==> src/rtl/reflet_regfile_ctrl_pkg.sv <==
// Shared constants for the Reflet register file core: register indices, sp_op codes, FSM states.
package reflet_regfile_ctrl_pkg;

  // Dedicated register indices (all fit in the minimum 8-entry file)
  localparam int unsigned WR_ID = 0;
  localparam int unsigned SR_ID = 5;
  localparam int unsigned PC_ID = 6;
  localparam int unsigned SP_ID = 7;

  // Stack pointer operations; 2'b11 is reserved and behaves as none
  localparam logic [1:0] SP_OP_NONE = 2'b00;
  localparam logic [1:0] SP_OP_PUSH = 2'b01;
  localparam logic [1:0] SP_OP_POP  = 2'b10;
  localparam logic [1:0] SP_OP_RSVD = 2'b11;

  // Sequencer states
  localparam logic [0:0] ST_RUN  = 1'b0;
  localparam logic [0:0] ST_HALT = 1'b1;

  function automatic int unsigned min_u(input int unsigned a, input int unsigned b);
    return (a < b) ? a : b;
  endfunction

endpackage

==> src/rtl/reflet_regfile_ctrl_if.sv <==
// Request/response bundle between the execution units and the register file core.
interface reflet_regfile_ctrl_if #(
  parameter int unsigned WORDSIZE  = 16,
  parameter int unsigned NREG      = 16,
  parameter int unsigned INT_DEPTH = 4
);
  localparam int unsigned IDXW = $clog2(NREG);
  localparam int unsigned DEPW = $clog2(INT_DEPTH) + 1;

  logic                stall;
  logic                wr_en;
  logic [IDXW-1:0]     wr_idx;
  logic [WORDSIZE-1:0] wr_data;
  logic [1:0]          sp_op;
  logic                sp_addr;
  logic                int_take;
  logic [WORDSIZE-1:0] int_vector;
  logic                int_ret;
  logic                quit_req;
  logic                resume;
  logic [IDXW-1:0]     rd_idx;
  logic [WORDSIZE-1:0] rd_data;
  logic [WORDSIZE-1:0] wr_reg;
  logic [WORDSIZE-1:0] sr_reg;
  logic [WORDSIZE-1:0] pc_reg;
  logic [WORDSIZE-1:0] sp_reg;
  logic                halted;
  logic [DEPW-1:0]     int_depth;
  logic                int_overflow;

  modport master (
    output stall, wr_en, wr_idx, wr_data, sp_op, sp_addr, int_take, int_vector,
           int_ret, quit_req, resume, rd_idx,
    input  rd_data, wr_reg, sr_reg, pc_reg, sp_reg, halted, int_depth, int_overflow
  );

  modport slave (
    input  stall, wr_en, wr_idx, wr_data, sp_op, sp_addr, int_take, int_vector,
           int_ret, quit_req, resume, rd_idx,
    output rd_data, wr_reg, sr_reg, pc_reg, sp_reg, halted, int_depth, int_overflow
  );

endinterface

==> src/rtl/reflet_regfile_ctrl_stack.sv <==
// Interrupt return-address LIFO; push/pop requests beyond full/empty are ignored.
module reflet_int_pc_stack #(
  parameter int unsigned WORDSIZE = 16,
  parameter int unsigned DEPTH    = 4
) (
  input  logic                            clk,
  input  logic                            reset,
  input  logic                            push,
  input  logic                            pop,
  input  logic [WORDSIZE-1:0]             push_data,
  output logic [WORDSIZE-1:0]             top_c,
  output logic                            full_c,
  output logic                            empty_c,
  output logic [$clog2(DEPTH):0]          depth
);
  localparam int unsigned DEPW = $clog2(DEPTH) + 1;

  logic [WORDSIZE-1:0] mem_q [DEPTH];
  logic [WORDSIZE-1:0] mem_d [DEPTH];
  logic [DEPW-1:0]     cnt_q, cnt_d;

  assign full_c  = (cnt_q == DEPW'(DEPTH));
  assign empty_c = (cnt_q == '0);
  assign depth   = cnt_q;

  // Next-state: write at the current count on push, decrement on pop
  always_comb begin
    mem_d = mem_q;
    cnt_d = cnt_q;
    if (push && !full_c) begin
      for (int i = 0; i < int'(DEPTH); i++) begin
        if (DEPW'(i) == cnt_q) mem_d[i] = push_data;
      end
      cnt_d = cnt_q + DEPW'(1);
    end else if (pop && !empty_c) begin
      cnt_d = cnt_q - DEPW'(1);
    end
  end

  // Most recently pushed entry
  always_comb begin
    top_c = '0;
    for (int i = 0; i < int'(DEPTH); i++) begin
      if (DEPW'(i + 1) == cnt_q) top_c = mem_q[i];
    end
  end

  // State registers
  always_ff @(posedge clk or posedge reset) begin
    if (reset) begin
      cnt_q <= '0;
      for (int i = 0; i < int'(DEPTH); i++) mem_q[i] <= '0;
    end else begin
      cnt_q <= cnt_d;
      mem_q <= mem_d;
    end
  end

endmodule

==> src/rtl/reflet_regfile_ctrl.sv <==
// Reflet register file and sequencing core: registers, SP stride, PC update, RUN/HALT FSM.
module reflet_regfile_ctrl #(
  parameter int unsigned         WORDSIZE  = 16,
  parameter int unsigned         NREG      = 16,
  parameter logic [WORDSIZE-1:0] PC_RESET  = '0,
  parameter logic [WORDSIZE-1:0] SP_RESET  = '0,
  parameter int unsigned         INT_DEPTH = 4
) (
  input logic                  clk,
  input logic                  reset,
  reflet_regfile_ctrl_if.slave bus
);
  import reflet_regfile_ctrl_pkg::*;

  localparam int unsigned   IDXW    = $clog2(NREG);
  localparam int unsigned   BYTES   = WORDSIZE / 8;
  localparam int unsigned   STRIDE4 = min_u(4, BYTES);
  localparam int unsigned   STRIDE2 = min_u(2, BYTES);
  localparam logic [IDXW-1:0] WR_IDX = IDXW'(WR_ID);
  localparam logic [IDXW-1:0] SR_IDX = IDXW'(SR_ID);
  localparam logic [IDXW-1:0] PC_IDX = IDXW'(PC_ID);
  localparam logic [IDXW-1:0] SP_IDX = IDXW'(SP_ID);

  logic [WORDSIZE-1:0] regs_q [NREG];
  logic [WORDSIZE-1:0] regs_d [NREG];
  logic [0:0]          state_q, state_d;
  logic                ovf_q, ovf_d;
  logic                push_c, pop_c, full_c, empty_c;
  logic [WORDSIZE-1:0] top_c, stride_c, sp_next_c, pc_inc_c;

  reflet_int_pc_stack #(.WORDSIZE(WORDSIZE), .DEPTH(INT_DEPTH)) u_stack (
    .clk       (clk),
    .reset     (reset),
    .push      (push_c),
    .pop       (pop_c),
    .push_data (regs_q[PC_IDX]),
    .top_c     (top_c),
    .full_c    (full_c),
    .empty_c   (empty_c),
    .depth     (bus.int_depth)
  );

  // SP stride: address-sized for call/ret, otherwise selected by sr[2:1]
  always_comb begin
    stride_c = WORDSIZE'(BYTES);
    if (!bus.sp_addr) begin
      case (regs_q[SR_IDX][2:1])
        2'b00:   stride_c = WORDSIZE'(BYTES);
        2'b01:   stride_c = WORDSIZE'(STRIDE4);
        2'b10:   stride_c = WORDSIZE'(STRIDE2);
        default: stride_c = WORDSIZE'(1);
      endcase
    end
  end

  // SP after the requested operation, wrapping modulo 2^WORDSIZE
  always_comb begin
    sp_next_c = regs_q[SP_IDX];
    case (bus.sp_op)
      SP_OP_PUSH: sp_next_c = regs_q[SP_IDX] + stride_c;
      SP_OP_POP:  sp_next_c = regs_q[SP_IDX] - stride_c;
      default:    sp_next_c = regs_q[SP_IDX];
    endcase
  end

  assign pc_inc_c = regs_q[PC_IDX] + WORDSIZE'(1);

  // Sequencer: interrupt entry/return, halt, and normal register update
  always_comb begin
    regs_d  = regs_q;
    state_d = state_q;
    ovf_d   = ovf_q;
    push_c  = 1'b0;
    pop_c   = 1'b0;
    if (!bus.stall) begin
      if (state_q == ST_RUN) begin
        if (bus.int_take && !full_c) begin
          push_c         = 1'b1;
          regs_d[PC_IDX] = bus.int_vector;
        end else if (!bus.int_take && bus.int_ret) begin
          if (!empty_c) begin
            pop_c          = 1'b1;
            regs_d[PC_IDX] = top_c;
          end else begin
            regs_d[PC_IDX] = pc_inc_c;
          end
        end else if (!bus.int_take && bus.quit_req) begin
          regs_d[PC_IDX] = pc_inc_c;
          state_d        = ST_HALT;
        end else begin
          if (bus.int_take) ovf_d = 1'b1;
          regs_d[SP_IDX] = sp_next_c;
          regs_d[PC_IDX] = pc_inc_c;
          if (bus.wr_en) regs_d[bus.wr_idx] = bus.wr_data;
        end
      end else begin
        if (bus.int_take && !full_c) begin
          push_c         = 1'b1;
          regs_d[PC_IDX] = bus.int_vector;
          state_d        = ST_RUN;
        end else if (bus.resume) begin
          state_d = ST_RUN;
        end
      end
    end
  end

  // State registers
  always_ff @(posedge clk or posedge reset) begin
    if (reset) begin
      state_q <= ST_RUN;
      ovf_q   <= 1'b0;
      for (int i = 0; i < int'(NREG); i++) begin
        if (i == int'(PC_ID))      regs_q[i] <= PC_RESET;
        else if (i == int'(SP_ID)) regs_q[i] <= SP_RESET;
        else                       regs_q[i] <= '0;
      end
    end else begin
      state_q <= state_d;
      ovf_q   <= ovf_d;
      regs_q  <= regs_d;
    end
  end

  assign bus.rd_data      = regs_q[bus.rd_idx];
  assign bus.wr_reg       = regs_q[WR_IDX];
  assign bus.sr_reg       = regs_q[SR_IDX];
  assign bus.pc_reg       = regs_q[PC_IDX];
  assign bus.sp_reg       = regs_q[SP_IDX];
  assign bus.halted       = (state_q == ST_HALT);
  assign bus.int_overflow = ovf_q;

endmodule
==> src/flat_wrapper.sv <==
// flat-port wrapper written by rule: the top's interface ports become plain ports
module reflet_regfile_ctrl_flat import reflet_regfile_ctrl_pkg::*;
#(
  parameter int unsigned         WORDSIZE  = 16,
  parameter int unsigned         NREG      = 16,
  parameter logic [WORDSIZE-1:0] PC_RESET  = '0,
  parameter logic [WORDSIZE-1:0] SP_RESET  = '0,
  parameter int unsigned         INT_DEPTH = 4
)
  (clk, reset, bus_stall, bus_wr_en, bus_wr_idx, bus_wr_data, bus_sp_op, bus_sp_addr, bus_int_take, bus_int_vector, bus_int_ret, bus_quit_req, bus_resume, bus_rd_idx, bus_rd_data, bus_wr_reg, bus_sr_reg, bus_pc_reg, bus_sp_reg, bus_halted, bus_int_depth, bus_int_overflow);
  reflet_regfile_ctrl_if #(.WORDSIZE(WORDSIZE), .NREG(NREG), .INT_DEPTH(INT_DEPTH)) bus_i ();
  input logic clk;
  input logic reset;
  input wire logic [$bits(bus_i.stall)-1:0] bus_stall;
  input wire logic [$bits(bus_i.wr_en)-1:0] bus_wr_en;
  input wire logic [$bits(bus_i.wr_idx)-1:0] bus_wr_idx;
  input wire logic [$bits(bus_i.wr_data)-1:0] bus_wr_data;
  input wire logic [$bits(bus_i.sp_op)-1:0] bus_sp_op;
  input wire logic [$bits(bus_i.sp_addr)-1:0] bus_sp_addr;
  input wire logic [$bits(bus_i.int_take)-1:0] bus_int_take;
  input wire logic [$bits(bus_i.int_vector)-1:0] bus_int_vector;
  input wire logic [$bits(bus_i.int_ret)-1:0] bus_int_ret;
  input wire logic [$bits(bus_i.quit_req)-1:0] bus_quit_req;
  input wire logic [$bits(bus_i.resume)-1:0] bus_resume;
  input wire logic [$bits(bus_i.rd_idx)-1:0] bus_rd_idx;
  output wire logic [$bits(bus_i.rd_data)-1:0] bus_rd_data;
  output wire logic [$bits(bus_i.wr_reg)-1:0] bus_wr_reg;
  output wire logic [$bits(bus_i.sr_reg)-1:0] bus_sr_reg;
  output wire logic [$bits(bus_i.pc_reg)-1:0] bus_pc_reg;
  output wire logic [$bits(bus_i.sp_reg)-1:0] bus_sp_reg;
  output wire logic [$bits(bus_i.halted)-1:0] bus_halted;
  output wire logic [$bits(bus_i.int_depth)-1:0] bus_int_depth;
  output wire logic [$bits(bus_i.int_overflow)-1:0] bus_int_overflow;
  assign bus_i.stall = bus_stall;
  assign bus_i.wr_en = bus_wr_en;
  assign bus_i.wr_idx = bus_wr_idx;
  assign bus_i.wr_data = bus_wr_data;
  assign bus_i.sp_op = bus_sp_op;
  assign bus_i.sp_addr = bus_sp_addr;
  assign bus_i.int_take = bus_int_take;
  assign bus_i.int_vector = bus_int_vector;
  assign bus_i.int_ret = bus_int_ret;
  assign bus_i.quit_req = bus_quit_req;
  assign bus_i.resume = bus_resume;
  assign bus_i.rd_idx = bus_rd_idx;
  assign bus_rd_data = bus_i.rd_data;
  assign bus_wr_reg = bus_i.wr_reg;
  assign bus_sr_reg = bus_i.sr_reg;
  assign bus_pc_reg = bus_i.pc_reg;
  assign bus_sp_reg = bus_i.sp_reg;
  assign bus_halted = bus_i.halted;
  assign bus_int_depth = bus_i.int_depth;
  assign bus_int_overflow = bus_i.int_overflow;
  reflet_regfile_ctrl #(.WORDSIZE(WORDSIZE), .NREG(NREG), .PC_RESET(PC_RESET), .SP_RESET(SP_RESET), .INT_DEPTH(INT_DEPTH)) u_core (.clk(clk), .reset(reset), .bus(bus_i));
endmodule
==> config.mk <==
export PLATFORM = sky130hd
export DESIGN_NAME = reflet_regfile_ctrl_flat
export DESIGN_NICKNAME = d
export VERILOG_FILES = /design/src/rtl/reflet_regfile_ctrl_pkg.sv /design/src/rtl/reflet_regfile_ctrl_if.sv /design/src/rtl/reflet_regfile_ctrl_stack.sv /design/src/rtl/reflet_regfile_ctrl.sv /design/src/flat_wrapper.sv
export SDC_FILE = /design/constraint.sdc
export NUM_CORES = 1
export LEC_CHECK = 0
export ABC_AREA = 1
export BUFFER_PORTS_ARGS = -buffer_cell sky130_fd_sc_hd__buf_4
export CORE_ASPECT_RATIO = 1.5
export CORE_UTILIZATION = 55
export DETAILED_ROUTE_END_ITERATION = 8
export PLACE_DENSITY_LB_ADDON = 0.15
export SYNTH_ARGS = -nofsm -noshare
export SYNTH_HDL_FRONTEND = slang
export SYNTH_SLANG_ARGS = --single-unit
==> constraint.sdc <==
create_clock -name clk -period 33.1 [get_ports clk]
set_clock_uncertainty 0.2 [all_clocks]
set_input_delay 4.965 -clock clk [delete_from_list [all_inputs] [get_ports clk]]
set_output_delay 4.965 -clock clk [all_outputs]
set_load 0.05 [all_outputs]
# --- After elaboration in Yosys (flattened, before gate mapping) ---
# Index checks and enable logic that the tools add are counted.
word_totals:
  register_bits: 325
  output_inout_bits: 85
classes:
  add_sub_neg: 5
  magnitude_cmp: 3
  n_eq_ne: 10
  n_mux: 35
  bitwise_logic: 7
  reduce_logical: 21
op_table:
  columns: ["op", "n"]
  rows:
  - ["$bwmux W256", 1]
  - ["$mux W16", 13]
  - ["$mux W160", 1]
  - ["$bmux W16 S4", 1]
  - ["$demux W16 S4", 1]
  - ["$pmux W16 S2", 1]
  - ["$add A16 B1 Y16 const B", 1]
  - ["$add A16 B2 Y16", 1]
  - ["$sub A16 B2 Y16", 1]
  - ["$mux W1", 13]
  - ["$reduce_and A6 Y1", 2]
  - ["$ge A5 B5 Y1 const B", 2]
  - ["$not A4 Y5", 2]
  - ["$reduce_and A2 Y1", 5]
  - ["$eq A2 B3 Y1 const A", 2]
  - ["$logic_and A1 B1 Y1", 6]
  - ["$mux W3", 2]
  - ["$lt A5 B1 Y1 const B", 1]
  - ["$not A1 Y1", 5]
  - ["$reduce_and A5 Y1", 1]
  - ["$eq A2 B1 Y1 const B", 2]
  - ["$eq A2 B2 Y1 const B", 2]
  - ["$mux W2", 2]
  - ["$add A3 B1 Y3 const B", 1]
  - ["10 further kinds", 12]

# --- Depth between registers and ports, before layout ---
# Gate-level depths: netlist of the first run.
depth:
  ltp_word: 12
  ltp_mapped: 17
  depth_no_buf: 17

# --- Hierarchy ---
# A second synthesis of the first run with hierarchy kept.
hier_totals:
  hier_cells: 2280
  hier_area_um2: 17690.7
by_module_without_submodules:
  columns: ["mod", "n_inst", "cells_each", "area_per_inst_um2", "seq_area_each_um2"]
  rows:
  - ["reflet_regfile_ctrl", 1, 1843, 14405.1, 6456.2]
  - ["reflet_int_pc_stack", 1, 437, 3285.7, 1676.6]

# --- Worst setup path before layout of the first run ---
# OpenSTA, ideal clock, no wires.
synth_path:
  path_kind: "input -> output"
  startpoint: "input port bus_rd_idx[0]"
  endpoint: "output port bus_rd_data[5]"
  t_arrival_ns: 7.111
  required_ns: 27.935
  setup_slack_ns: 20.824
  cell_stages: 7
  path_buffers: 3
  path_cell_list: "clkbuf_1 clkbuf_1 clkbuf_1 o21ai_0 a21oi_1 o22ai_1 o21ai_0"
synth_between:
  elab_chain_len: 4
synth_rtl:
  columns: ["item", "line_no", "source"]
  rows:
  - ["start: declaration", "flat_wrapper.sv:25", "input wire logic [$bits(bus_i.rd_idx)-1:0] bus_rd_idx;"]
  - ["$not A4 Y5 (not written as such)", "reflet_regfile_ctrl.sv:125", "assign bus.rd_data = regs_q[bus.rd_idx];"]
  - ["$bmux W16 S4", "reflet_regfile_ctrl.sv:125", null]
  - ["$mux W16 (not written as such) (2 in series)", "reflet_regfile_ctrl.sv:125", null]
  - ["end: declaration", "flat_wrapper.sv:26", "output wire logic [$bits(bus_i.rd_data)-1:0] bus_rd_data;"]
# No other way between the ends. The select of a mux whose other input is x is not followed.

# --- Worst setup path after layout of the first run ---
layout_path:
  startpoint: "input port bus_rd_idx[0]"
  endpoint: "output port bus_rd_data[0]"
# Same word-level chain as after synthesis.

==> results of run 1 <==
## power by group through the flow
| stage | sequential (mW) | combinational (mW) | clock, mW |
|---|---|---|---|
| after CTS | 0.575 | 0.494 | 0.395 |
| after floorplan | 0.547 | 0.388 | 0 |
| after global placement | 0.579 | 0.482 | 0 |
| after detailed placement | 0.581 | 0.492 | 0 |
| final | 0.578 | 0.496 | 0.391 |
| after global routing | 0.586 | 0.548 | 0.409 |
## cell type report
type	count	area [µm²]	area share [%]
timing repair buffer	150	1130	5.94
tap	405	507	2.66
sequential	325	8130	42.7
clock inverter	11	136	0.717
clock buffer	46	987	5.19
multi-input combinational	1461	7460	39.2
inverter	177	672	3.53
## cells by family (layout without fill, tap and decap cells)
group / Yosys count / count (layout) / synth area share (%)
compound gates: 648 / 648 / 20.1
buf+inv: 384 / 384 / 10.1
flops: 325 / 325 / 46.9
fa+ha+maj: 26 / 26 / 1.92
simple gates: 714 / 714 / 16.9
xor+xnor: 15 / 15 / 0.758
mux: 58 / 58 / 3.35
## path summary, 6_finish.rpt
kind | from | depth (start not counted) | slack [ps] | end
setup / recovery | bus_rd_idx[0] | 8 | 20280 | bus_rd_data[0]
hold reg to reg | u_core.regs_q[190] | 2 | 280 | u_core.regs_q[190]
setup reg to reg | u_core.u_stack.depth[0] | 12 | 28550 | u_core.regs_q[11]
max in group asynchronous | reset | 3 | 26790 | u_core.bus.halted
hold / removal | u_core.regs_q[190] | 2 | 280 | u_core.regs_q[190]
min in group asynchronous | reset | 2 | 4330 | u_core.regs_q[226]
## worst reg2reg max path, stage by stage, from the launching register on
cell     delay, ps
dfrtp_1        440
inv_1          130
ha_1           460
nand2_2        330
nand2_1        200
nand2_2        330
nor2_2         310
o21ai_2        170
nor2_4         330
nand2_2        140
inv_2          120
nand4_2        820
o21ai_1        440
## routing by layer
metal	vias to the layer above	wire (µm)	part of all wire, %
li1	7108	-	-
met1	7374	21100	40
met2	635	25700	48
met3	166	3400	6.4
met4	2	3000	5.6
met5	-	12	0.023
## metrics by stage
step	power (mW)	hold slack [ps]	area, µm²
5_1_grt	1.54	298	19000
3_3_place_gp	1.06	261	17900
3_5_place_dp	1.07	268	17900
4_1_cts	1.46	282	19000
2_1_floorplan	0.935	248	17300
6_report	1.47	284	19000
## layout by cell type, fill, tap and decap left out, types with 4 or more instances in the layout
master	count
nand2_1	531
dfrtp_1	325
o21ai_0	284
inv_1	169
buf_4	149
o21ai_1	140
a21oi_1	130
nand3_1	90
o211ai_1	69
mux2i_1	58
nor2_1	56
clkbuf_16	35
ha_1	25
xor2_1	12
o21a_1	10
nand4_1	8
clkbuf_8	7
nand2_2	6
nor3_1	6
clkinv_2	6
clkinv_1	4
a22oi_1	4
o221ai_1	4
clkbuf_1	4
==> results.md, run 1 <==
* Status: complete, no violations
* Max Cap Viol at 0
* Root Driver: clkbuf_16
* RSZ-0062 raised after global routing: no
* Global Route met2 Usage at 56.7%
* Setup crit end kind: output pin
* Die height at about 220 µm
* Initial Utilization at around 56%
* Synthesized instance count at 2170
* Rel. slew slack at between 20% and 30%
* Synthesized area at roughly 0.017 mm²
* Num ports at 136
* Post_cts resized at 0
* Place WS at roughly 20000 ps
* Critical Path Slowest Stage Cell: buf_4
* Worst setup SP type: primary input
* Fmax at 78.0 MHz
* Worst slew pin tran at ~1200 ps
* CTS tree: done
* Layout Cells excl Fill at ~2600
* CTS clk-pin slew, worst paths at roughly 60 ps
* Final nets at between 2000 and 2500
* Async SR Flop Fraction at 100%
* Vias in the first global route at 14819
* Peak VDD IR at 0.0632 mV
* Crit path max-delay family: buffers and inverters
* Biggest register: u_core.regs_q
* CORE AREA at 0.0310 mm²
* Max H-tree Level at 2
* Post-synthesis sequential area ratio at a little under half
* WP data arrival at about 7700 ps
* WL final at between 50 and 60 mm
* Kind of critical path: primary input to output pin
* Sequential cell fraction of total power at 39.4%
* Chip Width at around 150 µm
* P_int at around 0.88 mW
* Post-synth top area cell: dfrtp_1
* Yosys top cell area share at 46.9%
* Cts bufs inserted at 34
* Max reg flops at approximately 190
* Total grt overflow at 0
* Gr usage total at 33.8%
* Detail Route Antenna Nets at 0
* PwrDens at 77.0 mW/mm²
* Post-CTS Hold Fix Bufs at 0
* TNS Setup at 0 ps
* CTS Buffer Depth at 3
* Busiest grt layer: met2
* Initial antenna violation count at 2
* Port Buffers at about 140
* Switching power at 0.589 mW
* Post-Syn Area per Cell at roughly 8.0 µm²
* Later-pin clock latency in the skew report at roughly 530 ps
* Layout cells sized above 1 at around a tenth
* Iter 0 DRT Violations at 1245
* Final core utilization at 61.3%
* Net switching share of the total power at 40.2%
* HPWL after DPL at approximately 36 mm
* Die area at 0.0322 mm²
* Final worst slack at just over 20000 ps
* Combinational group share of total power at between 30 and 40%
* Max incr delay on CP at around 790 ps
* Critical path buffers and inverters at 3
* Post-synth EDFFs at 0
* Fin. max-slew vios at 0
* Hold/Removal Path Class: register to register
* Synth unique cells at 37
* Final cycle utilization of the critical path at about two fifths
* CP cell instances: buf_6 -> buf_4 -> a21oi_1 -> o21ai_0 -> o21ai_0 -> o211ai_1 -> nand2_1 -> buf_4
* Cell Rows at 79
* # DRC at 0
* Top-count cell post-synth: nand2_1
* Clock network power share at about a quarter
* Via count at 15285
* Met1 Usage GRT at approximately 42%
* Drt pass-1 iters at 5
* Largest net degree at the start of global routing at 124
* Warnings from Yosys at 0
* Gpl congestion at roughly 0.93
* DR WL/cell at 20.7 µm
* Ys flop type: dfrtp_1
* Area growth, synth to finish at 9.76%
* WP data required at between 20000 and 30000 ps
* Met3 Use GR at around 4.3%
* Static leakage at roughly 9 nW
* Seq cells post-synth at ~330
* Post-route minimum period at approximately 13000 ps
* First-pass GRT wire length at 83.3 mm
* Post-synth top cells: 531 x nand2_1, 325 x dfrtp_1, 284 x o21ai_0, 170 x inv_1, 140 x o21ai_1
* Synth top area cells: dfrtp_1 47%, nand2_1 11%, o21ai_0 8.2%, o21ai_1 4.0%, a21oi_1 3.8%
* Mapped Nets at 2247
* Placed Instances at around 2500
* CTS sink cnt at around 330
* Final hold violations at 0
* Post-CTS Setup Bufs at 0
* ANT cells at 0
* Max FO, Critical Path at ~120
* FILL cells at 2853
* Biggest regs: u_core.regs_q (192), u_core.u_stack.mem_q (64)
* # setup viols final at 0
* Vias per inst at approximately 5.9
Power figures use the tool's default switching activity.
==> run 2, diff against run 1 <==
==> constraint.sdc (replaced) <==
create_clock -name clk -period 10.5 [get_ports clk]
set_clock_uncertainty 0.2 [all_clocks]
set_input_delay 1.575 -clock clk [delete_from_list [all_inputs] [get_ports clk]]
set_output_delay 1.575 -clock clk [all_outputs]
set_load 0.05 [all_outputs]
==> run 2 against run 1 <==
Critical path depth shrank 1. Non-clock buffer count is 1 lower. Global-route usage shrank 0.81 points. Sequential power increased to 3.1 times the previous value. Final cell count rose by 0.12%. Worst setup slack got worse by 15000 ps. Critical endpoint is now bus_rd_data[5].
==> results.md, run 2 (synthesized netlist as in run 1, its figures left out) <==
* Status: complete, no violations (unchanged)
* CTS sink cnt at 325 (unchanged)
* WP data arrival at 3790 ps (was 7650 ps)
* Multi-input combinational cell area at 0.00747 mm² (was 0.00746 mm²)
* Post-CTS Setup Bufs at 0 (unchanged)
* Biggest register: u_core.regs_q (unchanged)
* Leading cell type in the layout, fill and taps excluded: nand2_1 (unchanged)
* Final worst slack at 4930 ps (was 20280 ps)
* Biggest regs: u_core.regs_q (192), u_core.u_stack.mem_q (64) (unchanged)
* Worst r2r path cells at 12 (unchanged)
* Place WS at 4960 ps (was 20370 ps)
* Max H-tree Level at 2 (unchanged)
* Drt pass-1 iters at 6 (was 5)
* WL final at 52.3 mm (was 53.2 mm)
* Later-pin clock latency in the skew report at 540 ps (was 530 ps)
* Initial Utilization at 55.8% (unchanged)
* Register Area at 0.00813 mm² (unchanged)
* DR WL/cell at 20.3 µm (was 20.7 µm)
* Peak VDD IR at 0.237 mV (was 0.0632 mV)
* Layout cells sized above 1 at 10.5% (about the same)
* Gpl congestion at 0.944 (was 0.929)
* Hold Crit Depth at 2 (unchanged)
* Worst setup SP type: primary input (unchanged)
* Sequential cell fraction of total power at 39.4% (about the same)
* Vias in the first global route at 14396 (was 14819)
* Kind of critical path: primary input to output pin (unchanged)
* Detail Route Antenna Nets at 0 (unchanged)
* Final nets at 2225 (was 2226)
* Worst hold slack at 281 ps (was 284 ps)
* Worst slew pin tran at 1250 ps (was 1190 ps)
* CORE AREA at 0.0310 mm² (unchanged)
* Vias per inst at 5.87 (was 5.94)
* Cell area after layout at 0.0190 mm² (about the same)
* Switching power at 1.85 mW (was 0.589 mW)
* HPWL after DPL at 34.6 mm (was 35.5 mm)
* Die area at 0.0322 mm² (unchanged)
* Area growth, synth to finish at 9.90% (was 9.76%)
* Setup crit end kind: output pin (unchanged)
* WP data required at 8730 ps (was 27930 ps)
* Cts bufs inserted at 34 (unchanged)
* First-pass GRT wire length at 81.6 mm (was 83.3 mm)
* Via count at 15126 (was 15285)
* Post_cts resized at 0 (unchanged)
* Fin. max-slew vios at 0 (unchanged)
* Total grt overflow at 0 (unchanged)
* CTS clk-pin slew, worst paths at 60 ps (about the same)
* Root Driver: clkbuf_16 (unchanged)
* RSZ-0062 raised after global routing: no (unchanged)
* Final cycle utilization of the critical path at roughly 53%
* P_int at 2.76 mW (was 0.877 mW)
* Post-route minimum period at about 5600 ps
* # setup viols final at 0 (unchanged)
* TNS Setup at 0 ps (unchanged)
* Commonest non-fill, non-tap cells in the layout: 531 x nand2_1, 325 x dfrtp_1, 284 x o21ai_0 (unchanged)
* CTS Buffer Depth at 3 (unchanged)
* Num ports at 136 (unchanged)
* Post-DP Area at 0.0179 mm² (about the same)
* Post-CTS Hold Fix Bufs at 0 (unchanged)
* Max Cap Viol at 0 (unchanged)
* Combinational group share of total power at 33.7% (was 33.9%)
* Gr usage total at 33.0% (was 33.8%)
* FILL cells at 2832 (was 2853)
* Die height at 219 µm (unchanged)
* # DRC at 0 (unchanged)
* Rel. slew slack at 16.5% (was 20.2%)
* Static leakage at 9.12 nW (about the same)
* Clock network power share at 26.9% (was 26.7%)
* Hold/Removal Path Class: register to register (unchanged)
* Cell Rows at 79 (unchanged)
* Chip Width at 147 µm (unchanged)
* Largest net degree at the start of global routing at 191 (was 124)
* Max FO, Critical Path at 84 (was 123)
* Max reg flops at 192 (unchanged)
* PwrDens at 242 mW/mm² (was 77.0 mW/mm²)
* Net switching share of the total power at 40.1% (was 40.2%)
* Port Buffers at 135 (unchanged)
* Iter 0 DRT Violations at 1383 (was 1245)
* Initial antenna violation count at 1 (was 2)
* Final hold violations at 0 (unchanged)
* Fmax at 180 MHz
* CTS tree: done (unchanged)
==> run 2: final cells by class <==
cell class,instances,share of cell area (%)
diodes,1,0.0131
clock buffers,49,5.24
clock inverters,11,0.736
inverters,177,3.51
multi-input cells,1461,39.2
flip-flops and latches,325,42.7
well taps,405,2.66
repair buffers,149,5.96
==> run 2: power by group through the flow <==
stage               Combinational [mW]  Clock, mW  Sequential (mW)
floorplan                         1.22          0             1.73
global placement                  1.52          0             1.82
detailed placement                1.55          0             1.83
CTS                               1.55       1.25             1.81
global route                      1.71       1.30             1.84
finish                            1.56       1.24             1.82
==> run 2: metrics by stage <==
| stage | util [%] | instances | total power [mW] |
|---|---|---|---|
| final | 61.4 | 2578 | 4.61 |
| after global routing | 61.4 | 2577 | 4.86 |
| after CTS | 61.4 | 2577 | 4.61 |
| after detailed placement | 57.7 | 2517 | 3.37 |
| after global placement | 57.7 | 2517 | 3.34 |
| after floorplan | - | 2170 | 2.95 |
==> run 2: routing by layer <==
metal  share of wire (%)  global-route usage, %
met2                  48                   55.2
met5                   0                      0
met3                 6.6                   5.03
met4                 4.8                   16.2
met1                  40                   41.7
==> run 2: worst paths after layout <==
kind	start	to	slack (ps)
setup / recovery	bus_rd_idx[0]	bus_rd_data[5]	4930
hold / removal	u_core.regs_q[184]	u_core.regs_q[184]	280
setup reg to reg	u_core.u_stack.depth[0]	u_core.regs_q[48]	6100
hold reg to reg	u_core.regs_q[184]	u_core.regs_q[184]	280
max in group asynchronous	reset	u_core.bus.sp_reg[11]	7490
min in group asynchronous	reset	u_core.regs_q[95]	1080
==> run 2: worst max-delay path, cell delays in order <==
cell and delay [ps]:
buf_6 350, buf_4 830, mux2i_1 170, o21ai_0 270
o22ai_1 130, o21ai_0 190, buf_4 230
==> run 3, diff against run 2 <==
==> constraint.sdc (replaced) <==
create_clock -name clk -period 5.4 [get_ports clk]
set_clock_uncertainty 0.2 [all_clocks]
set_input_delay 0.81 -clock clk [delete_from_list [all_inputs] [get_ports clk]]
set_output_delay 0.81 -clock clk [all_outputs]
set_load 0.05 [all_outputs]
==> run 3 against run 2 <==
Count of clock-buffer cells in the layout is 3 higher. Combinational power increased by 98%. Largest cell class unchanged. Largest power group unchanged. Global-route usage rose by 0.54 points. First-iteration DRC count down 9.3%. Via count fell by 0.33%. Sequential share of layout area shrank 0.070 points. Non-clock buffer count rose by 5. Critical path type is now register to register. Clock power rose by 90%. Hold slack lost 170 ps. Core utilization is 0.10 points higher.
==> results.md, run 3 (synthesized netlist as in run 1, its figures left out) <==
* Cell Rows at 79 (unchanged)
* Num ports at 136 (unchanged)
* PwrDens at 469 mW/mm² (was 242 mW/mm²)
* Initial Utilization at 55.8% (unchanged)
* Root Driver: clkbuf_16 (unchanged)
* Gpl congestion at 0.912 (was 0.944)
* Area growth, synth to finish at 10.1% (was 9.90%)
* Total grt overflow at 0 (unchanged)
* Max FO, Critical Path at 32 (was 84)
* Cts bufs inserted at 34 (unchanged)
* Final hold violations at 0 (unchanged)
* First-pass GRT wire length at 81.8 mm (was 81.6 mm)
* Initial antenna violation count at 2 (was 1)
* Final nets at 2230 (was 2225)
* Most used cell, CP: nand2_2
* RSZ-0062 raised after global routing: no (unchanged)
* Net switching share of the total power at 40.3% (was 40.1%)
* # DRC at 0 (unchanged)
* Rel. slew slack at 11.6% (was 16.5%)
* Worst R2R Start: u_core.u_stack.depth[0] (unchanged)
* WL final at 53.3 mm (was 52.3 mm)
* P_int at 5.34 mW (was 2.76 mW)
* Fin. max-slew vios at 0 (unchanged)
* Hold/Removal Path Class: primary input to async pin (was register to register)
* Worst slew pin tran at 1320 ps (was 1250 ps)
* Max H-tree Level at 2 (unchanged)
* Static leakage at 9.14 nW (was 9.12 nW)
* Critical path buffers and inverters at 1 (was 3)
* Critical Path Slowest Stage Cell: nand3_1 (was buf_4)
* FILL cells at 2892 (was 2832)
* Status: complete, no violations (unchanged)
* Combinational group share of total power at 34.5% (was 33.7%)
* WP data required at 5600 ps (was 8730 ps)
* Layout cells sized above 1 at 10.5% (about the same)
* Register Area at 0.00813 mm² (unchanged)
* Max incr delay on CP at 1000 ps (was 830 ps)
* CTS Buffer Depth at 3 (unchanged)
* Max reg flops at 192 (unchanged)
* CTS clk-pin slew, worst paths at 60 ps (about the same)
* Iter 0 DRT Violations at 1255 (was 1383)
* Post_cts resized at 0 (unchanged)
* Multi-input combinational cell area at 0.00746 mm² (was 0.00747 mm²)
* CP cell instances: inv_1 -> ha_1 -> nand2_2 -> nand2_1 -> nand2_2 -> nor2_2 -> o21ai_2 -> nor2_4 -> nand3_1 -> o21ai_0 (was buf_6 -> buf_4 -> mux2i_1 -> o21ai_0 -> o22ai_1 -> o21ai_0 -> buf_4)
* Flop2flop setup slack at 1080 ps (was 6100 ps)
* Place WS at 1220 ps (was 4960 ps)
* CTS sink cnt at 325 (unchanged)
* Drt pass-1 iters at 7 (was 6)
* Post-CTS Setup Bufs at 0 (unchanged)
* R2R Path End: u_core.bus.sr_reg[5] (was u_core.regs_q[48])
* Worst r2r path cells at 10 (was 12)
* Final worst slack at 1080 ps (was 4930 ps)
* Total Power at 8.95 mW (was 4.61 mW)
* Critical path depth at 10 (was 7)
* Chip Width at 147 µm (unchanged)
* Die area at 0.0322 mm² (unchanged)
* Via count at 15076 (was 15126)
* Worst setup startpoint: u_core.u_stack.depth[0] (was bus_rd_idx[0])
* Switching power at 3.61 mW (was 1.85 mW)
* Commonest non-fill, non-tap cells in the layout: 531 x nand2_1, 325 x dfrtp_1, 284 x o21ai_0 (unchanged)
* Sequential cell fraction of total power at 39.1% (was 39.4%)
* Biggest register: u_core.regs_q (unchanged)
* WP data arrival at 4520 ps (was 3790 ps)
* Vias per inst at 5.84 (was 5.87)
* Max Cap Viol at 0 (unchanged)
* Setup crit end: u_core.bus.sr_reg[5] (was bus_rd_data[5])
* Largest net degree at the start of global routing at 147 (was 191)
* # setup viols final at 0 (unchanged)
* HPWL after DPL at 36.1 mm (was 34.6 mm)
* CORE AREA at 0.0310 mm² (unchanged)
* Die height at 219 µm (unchanged)
* Worst setup SP type: register (was primary input)
* Setup crit end kind: register (was output pin)
* Clock network power share at 26.4% (was 26.9%)
* Detail Route Antenna Nets at 0 (unchanged)
* Kind of critical path: register to register (was primary input to output pin)
* Post-route minimum period at roughly 4300 ps
* Later-pin clock latency in the skew report at 530 ps (was 540 ps)
* Fmax at 232 MHz
* Post-CTS Hold Fix Bufs at 0 (unchanged)
* Gr usage total at 33.5% (was 33.0%)
* CTS tree: done (unchanged)
* Biggest regs: u_core.regs_q (192), u_core.u_stack.mem_q (64) (unchanged)
* Vias in the first global route at 14225 (was 14396)
* Port Buffers at 135 (unchanged)
* TNS Setup at 0 ps (unchanged)
* DR WL/cell at 20.7 µm (was 20.3 µm)
* Final cycle utilization of the critical path at 80.0%
* Leading cell type in the layout, fill and taps excluded: nand2_1 (unchanged)
* Peak VDD IR at 0.419 mV (was 0.237 mV)
* Crit path max-delay family: simple AND/OR/NAND/NOR gates (was buffers and inverters)
[run 3: layout make-up]
type	instances	area share (%)
inverter	177	3.50
clock buffer	52	5.29
timing repair buffer	154	6.34
sequential	325	42.6
multi-input combinational	1461	39.1
clock inverter	6	0.459
antenna	1	0.0131
tap	405	2.66
[run 3: worst min-delay path by stage]
stage | end | depth (start not counted)
global route | u_core.regs_q[77] | 2
CTS | u_core.regs_q[77] | 2
global placement | u_core.regs_q[189] | 2
detailed placement | u_core.u_stack.mem_q[31] | 2
finish | u_core.regs_q[117] | 2
floorplan | u_core.regs_q[48] | 2
[run 3: routing by layer]
| layer | global-route usage (%) | wire (µm) | vias up |
|---|---|---|---|
| li1 | - | - | 7128 |
| met1 | 41.1 | 21100 | 7251 |
| met2 | 57.8 | 26500 | 563 |
| met3 | 4.95 | 3280 | 132 |
| met4 | 16.1 | 2450 | 2 |
| met5 | 0 | 12 | - |
[run 3: power by group through the flow]
stage | registers (mW) | logic [mW] | clock network, mW
2_1_floorplan | 3.36 | 2.38 | 0
3_3_place_gp | 3.50 | 3.02 | 0
3_5_place_dp | 3.52 | 3.07 | 0
4_1_cts | 3.48 | 3.08 | 2.38
5_1_grt | 3.55 | 3.38 | 2.47
6_report | 3.50 | 3.09 | 2.36
[run 3: metrics by stage]
step	hold slack, ps	cells	utilization [%]	area (µm²)
final	111	2581	61.5	19100
after global routing	131	2581	61.5	19100
after CTS	108	2580	61.5	19100
after detailed placement	268	2522	57.9	18000
after global placement	261	2522	57.9	18000
after floorplan	248	2170	-	17300
